--- src/rtl/alu_srcb_stage.sv ---
// ALU operand-B source stage: selects and registers operand B behind a valid/ready
// handshake, with a one-entry skid so in_ready never depends combinationally on out_ready.
module alu_srcb_stage #(
  parameter int WIDTH     = 32,
  parameter int IMM_WIDTH = 16,
  parameter int SHAMT     = 2,
  parameter int CONST_INC = 4
) (
  input  logic                 clk,
  input  logic                 reset_n,
  input  logic                 in_valid,
  output logic                 in_ready,
  input  logic [2:0]           sel,
  input  logic                 imm_signed,
  input  logic [WIDTH-1:0]     b_reg,
  input  logic [IMM_WIDTH-1:0] imm,
  output logic                 out_valid,
  input  logic                 out_ready,
  output logic [WIDTH-1:0]     out_operand,
  input  logic                 err_clear,
  output logic                 err_sticky
);

  typedef enum logic [2:0] {
    SelReg    = 3'b000,
    SelInc    = 3'b001,
    SelExt    = 3'b010,
    SelBranch = 3'b011,
    SelUpper  = 3'b100,
    SelZero   = 3'b101,
    SelRsvd0  = 3'b110,
    SelRsvd1  = 3'b111
  } srcSel_e;

  srcSel_e          selCode;
  logic [WIDTH-1:0] extFill;
  logic [WIDTH-1:0] extImm;
  logic [WIDTH-1:0] newOperand;
  logic             reservedSel;

  logic             outValid;
  logic [WIDTH-1:0] outOperand;
  logic             skidFull;
  logic [WIDTH-1:0] skidOperand;
  logic             inReadyReg;
  logic             errReg;

  logic             accept;
  logic             consume;

  assign selCode = srcSel_e'(sel);
  assign extFill = {WIDTH{imm_signed & imm[IMM_WIDTH-1]}};
  assign extImm  = (extFill << IMM_WIDTH) | WIDTH'(imm);

  always_comb begin
    newOperand  = '0;
    reservedSel = 1'b0;
    case (selCode)
      SelReg:    newOperand = b_reg;
      SelInc:    newOperand = WIDTH'(CONST_INC);
      SelExt:    newOperand = extImm;
      SelBranch: newOperand = extImm << SHAMT;
      SelUpper:  newOperand = WIDTH'(imm) << (WIDTH - IMM_WIDTH);
      SelZero:   newOperand = '0;
      default:   reservedSel = 1'b1;
    endcase
  end

  assign accept  = in_valid & inReadyReg;
  assign consume = outValid & out_ready;

  // The skid entry only drains into the output entry, so FIFO order is preserved;
  // in_ready is re-registered from the skid occupancy that results from this cycle.
  always_ff @(posedge clk or negedge reset_n) begin
    if (!reset_n) begin
      outValid    <= 1'b0;
      outOperand  <= '0;
      skidFull    <= 1'b0;
      skidOperand <= '0;
      inReadyReg  <= 1'b0;
    end else if (skidFull && consume) begin
      outOperand <= skidOperand;
      skidFull   <= 1'b0;
      inReadyReg <= 1'b1;
    end else if (accept && (!outValid || consume)) begin
      outValid   <= 1'b1;
      outOperand <= newOperand;
      inReadyReg <= 1'b1;
    end else if (accept) begin
      skidFull    <= 1'b1;
      skidOperand <= newOperand;
      inReadyReg  <= 1'b0;
    end else begin
      if (consume) outValid <= 1'b0;
      inReadyReg <= !skidFull;
    end
  end

  always_ff @(posedge clk or negedge reset_n) begin
    if (!reset_n)                   errReg <= 1'b0;
    else if (accept && reservedSel) errReg <= 1'b1;
    else if (err_clear)             errReg <= 1'b0;
  end

  assign in_ready    = inReadyReg;
  assign out_valid   = outValid;
  assign out_operand = outOperand;
  assign err_sticky  = errReg;

endmodule
--- config.mk ---
export PLATFORM = sky130hd
export DESIGN_NAME = alu_srcb_stage
export DESIGN_NICKNAME = d
export VERILOG_FILES = /design/src/rtl/alu_srcb_stage.sv
export SDC_FILE = /design/constraint.sdc
export NUM_CORES = 1
export LEC_CHECK = 0
export ABC_AREA = 0
export BUFFER_PORTS_ARGS = -buffer_cell sky130_fd_sc_hd__buf_2
export CORE_ASPECT_RATIO = 1.4
export CORE_UTILIZATION = 47
export CTS_CLUSTER_SIZE = 20
export DETAILED_ROUTE_END_ITERATION = 7
export PLACE_DENSITY = 0.76
export SLEW_MARGIN = 20
export SYNTH_ARGS = -nofsm -noshare
export SYNTH_HDL_FRONTEND = slang
export SYNTH_SLANG_ARGS = --single-unit
export TNS_END_PERCENT = 5
--- constraint.sdc ---
create_clock -name clk -period 1.1 [get_ports clk]
set_input_delay 0 -clock clk [delete_from_list [all_inputs] [get_ports clk]]
set_output_delay 0 -clock clk [all_outputs]
set_load 0.02 [all_outputs]
# Word level (Yosys, flattened, before mapping)
# Index checks and enable logic that the tools add are counted.
# Widths: inputs -> output; s select.
totals:
  reg_bits: 68
  latchBits: 0
  ramBits: 0
  romBits: 0
  input_bits: 57
  out_inout_bits: 35
  word_cells: 49
  mem_count: 0
classes:
  add_sub_neg: 0
  multipliers: 0
  div_mod_pow: 0
  magnitude_cmp: 0
  eq_ne: 7
  n_shift: 0
  mux: 15
  bitwise_logic: 6
  reduce_logical: 15
ops:
  columns: ["cell", "count"]
  rows:
  - ["$pmux 32 s5", 1]
  - ["$mux 32", 2]
  - ["$or 32x16->32", 1]
  - ["$mux 1", 12]
  - ["$reduce_bool 2->1", 4]
  - ["$eq 3x2->1 const B", 2]
  - ["$eq 3x3->1 const B", 2]
  - ["$reduce_and 3->1", 2]
  - ["$reduce_or 6->1", 1]
  - ["$and 1x1->1", 3]
  - ["$eq 3x1->1 const B", 1]
  - ["$logic_and 1x1->1", 3]
  - ["$logic_not 3->1", 1]
  - ["$logic_not 1->1", 2]
  - ["$ne 2x1->1 const B", 1]
  - ["$ne 2x2->1 const B", 1]
  - ["$not 1->1", 2]
  - ["$reduce_and 2->1", 1]
  - ["$logic_or 1x1->1", 1]

# Depth between registers and ports, before layout
depth:
  depth_word: 5
  mapped_depth: 7
  ltp_nobuf: 4

# Least setup slack after synthesis
# No wires, ideal clock.
synth_path:
  kind: "reg-to-reg"
  start: "register outValid (netlist: out_valid)"
  end: "register outOperand[30] (netlist: out_operand[30])"
  setup_ps: 134
  t_arrival_ps: 1240
  t_required_ps: 966
  setup_slack_ps: -274
  path_stages_with_launch: 6
  n_path_buf: 1
  synth_period_minus_slack_ps: 1374
  cell_sequence: "dfrtp_1 nand2_1 a22o_2 buf_6 a22oi_1 o21ai_0"
synth_between:
  elab_chain_len: 4
  elab_cells_between_ends: 7
  classes_between: "1 x mux; 1 x bitwise; 5 x reduce/logical"
synth_lines:
  columns: ["element", "line_no", "text"]
  rows:
  - ["start: declaration", "41", "logic outValid;"]
  - ["start signal: assignment", "76", "outValid <= 1'b0;"]
  - ["start signal: assignment", "86", "outValid <= 1'b1;"]
  - ["start signal: assignment", "94", "if (consume) outValid <= 1'b0;"]
  - ["$and 1x1->1 or $logic_not 1->1 (tied branches)", "70, 85", null]
  - ["$logic_or 1x1->1", "85", "end else if (accept && (!outValid || consume)) begin"]
  - ["$logic_and 1x1->1", "85", null]
  - ["$reduce_bool 2->1 (no source line)", null, null]
  - ["end signal: assignment", "82", "outOperand <= skidOperand;"]
  - ["end signal: assignment", "87", "outOperand <= newOperand;"]
  - ["end: declaration", "42", "logic [WIDTH-1:0] outOperand;"]
# Several ways; a longest one is shown, not always the timed one.
# A chain may end at the register's enable or synchronous reset.

# Worst setup path in the final report
layout_path:
  start: "register outValid (netlist: out_valid)"
  end: "register outOperand[2] (netlist: out_operand[2])"
# Same word-level chain as after synthesis.

==> out/metrics.yaml <==
status:
  outcome: "finished with violations"
  violations: "negative setup slack"
global_routing:
  track_usage_pct: 28.3
  grt_pass1_vias: 3085
  grt_max_degree: 69
  antenna_found_initial: 0
  grt_pass1_wl_microns: 15400
  gr-total-overflow: 0
die:
  rows: 36
  die_h_microns: 102
  initial_utilization_pct: 48.4
  core_area_sq_um: 6890
  ioPinCount: 92
  fp.dieArea_sq_um: 7440
  die_x_microns: 73.2
placement:
  hpwl_microns: 6790
  post_dp_cell_area_sq_um: 4090
  port_buffers: 91
  dp_cells: 540
  gp_congestion: 0.867
worst_setup_path:
  startpoint: "out_valid"
  endpoint: "out_operand[2]"
  crit_type: "flip-flop to flip-flop"
  end_kind: "flip-flop"
  cp-start-kind: "flip-flop"
  required_ns: 1.33
  rr_startpoint: "out_valid"
  ff2ff_path_depth: 5
  r2r_slack_ns: -0.23
  cp_max_fo: 17
  crit_arrival_ns: 1.56
  r2r-end: "out_operand[2]"
detailed_routing:
  avgRoutedWirePerCell_microns: 17.2
  wirelength_microns: 9670
  dr_total_vias: 3152
  vias_per_cell: 5.60
  dr.pass1.iters: 4
  ant_nets: 0
  first_iter_violations: 261
  drc: 0
finish:
  fin_area_sq_um: 4560
  fillers: 536
  fin_cells: 563
  drive_gt1_share_pct: 41.5
  area_growth_pct: 36.8
  antenna_cells: 0
  final_nets: 520
cts:
  clock-sinks: 68
  cts_tree: "built"
  htreeDepth: 3
  cts_root_buf: "clkbuf_8"
  cts.clk_slew.worst_paths_ns: 0.07
  clockBufferDepth: 2
  cts_inserted_buffers: 9
  clk_latency_ns: 0.35
yosys:
  yosys-top-cells-count: "o21ai_0 (80), dfrtp_1 (68), nand2_1 (51), a22oi_1 (31), a21oi_1 (26)"
  seq_area_frac_synth_pct: 51.0
  synth_area_per_cell_sq_um: 9.50
  syn_nets: 408
  synth_cell_type_count: 29
  synth_seq_cells: 68
  synth_top_area_cell: "dfrtp_1"
  yosys.area_share.simple_pct: 7.84
  synth.most_common_cell: "o21ai_0"
  synth_fa_ha_area_share_pct: 0
  yosys.area_share.xor_xnor_pct: 0
  muxShareOfSynthArea_pct: 6.98
  async_reset_ff_share_pct: 100
  syn_inst: 351
  synth_area_leaders: "dfrtp_1 (51%), o21ai_0 (12%), a22oi_1 (7.0%)"
  synth_compound_area_share_pct: 26.5
  synth_ff_type: "dfrtp_1"
  synthesis.area_sq_um: 3330
  synth_edf_count: 0
  synth_top_family_by_area: "compound AO/OA/AOI/OAI gates"
  synth_top_area_share_pct: 51.0
  synth_warnings: 0
sta:
  setup-tns-final_ns: -9.17
  maxSlewViolCount: 0
  tightest_slew_ns: 0.451
  fin_crit_ns: 1.33
  fin_skew_ns: 0.00849
  final-setup-viol-count: 65
  hold_viol_final: 0
  fmax_mhz: 751
  rsz0062_at_grt: "yes"
  fin_crit_sh_pct: 121
  setup_slack_ns: -0.232
  slew_headroom_pct: 70.0
run:
  max-cap-violations: 0
power_and_ir_drop:
  p_leak_nw: 2.18
  peakVddDrop_mv: 1.46
  power_density_nw_per_um2: 2540
worst_hold_path:
  hold_path.class: "primary input to flip-flop"
where the power goes:
part / switching (mW) / internal, mW
Sequential: 0.791 / 3.61
Combinational: 2.59 / 2.05
Clock: 0.966 / 1.57
Total: 4.35 / 7.22
state kept, by name, summed over array words and instances, names as in the netlist:
register	flops
out_operand	32
skidOperand	32
err_sticky	1
in_ready	1
out_valid	1
skidFull	1
kinds of logic (layout without fill, tap and decap cells):
family	Yosys count	in the layout
compound gates	154	154
simple gates	63	64
buf+inv	45	161
mux	21	21
flops	68	68
metal layers:
| metal | wire (microns) | share of wire (%) | up-vias | GRT usage, % |
|---|---|---|---|---|
| met5 | 0 | 0 | - | 0 |
| met4 | 474 | 4.9 | 0 | 18.1 |
| met3 | 615 | 6.4 | 34 | 6.87 |
| met2 | 4830 | 50 | 116 | 44.7 |
| met1 | 3740 | 39 | 1515 | 34.4 |
| li1 | - | - | 1487 | - |
per-stage QoR:
step / utilization [%] / hold slack, ns / worst slack [ns] / power, mW
floorplan: - / -0.296 / -0.141 / 6.73
global placement: 59.3 / 0.0421 / -0.185 / 8.26
detailed placement: 59.3 / 0.0500 / -0.262 / 8.44
CTS: 65.7 / 0.00700 / -0.210 / 11.4
global route: 66.2 / 0.0591 / -0.282 / 12.2
finish: 66.2 / 0.0315 / -0.232 / 11.6
placed cells by master (no fill, tap or decap), drive strengths merged:
cell type    instances
dlygate4sd3          2
nor2b                1
o221ai               1
buf                126
o211a                1
o21ai               88
o41ai                2
inv                 15
clkinv               2
nand2               51
bufbuf               2
o22ai                1
a21oi               26
clkbuf              10
a311oi               1
and2                 1
a221o                2
bufinv               3
nor2                 3
nand3                4
clkinvlp             1
mux2i                3
nor4                 2
a22o                 1
mux2                18
and2b                1
and3                 1
dfrtp               68
a22oi               31
worst min path at each step:
stage                     slack, ns  cells past startpoint  startpoint               to
after global placement         0.04                      2     reset_n       err_sticky
after CTS                     0.007                      3   b_reg[31]  out_operand[31]
final                          0.03                      3   b_reg[31]  skidOperand[31]
after detailed placement       0.05                      2     reset_n  skidOperand[29]
after floorplan               -0.30                      0     reset_n       err_sticky
after global routing           0.06                      4    in_valid       err_sticky
layout make-up:
| class | count | area, sq um | share of cell area, % |
|---|---|---|---|
| clock buffer | 10 | 138 | 3.02 |
| clock inverter | 6 | 111 | 2.44 |
| sequential | 68 | 1700 | 37.3 |
| multi-input combinational | 239 | 1520 | 33.4 |
| tap | 95 | 119 | 2.60 |
| timing repair buffer | 130 | 911 | 20.0 |
| inverter | 15 | 56.3 | 1.23 |
critical path, stage by stage, from the launching register on:
cell and delay, ns:
dfrtp_2 0.43, nand2_2 0.08, a22o_4 0.27, buf_12 0.17, a22oi_2 0.18, o21ai_2 0.08
repair_timing:
item,in CTS,in global routing
hold buffers,2,0
gates cloned,3,0
hold endpoints to repair,69,0
pin swaps,5,1
endpoints found under the setup margin,65,66
resized for setup,30,12
buffers inserted,2,0
(Power assumes the default switching activity.)
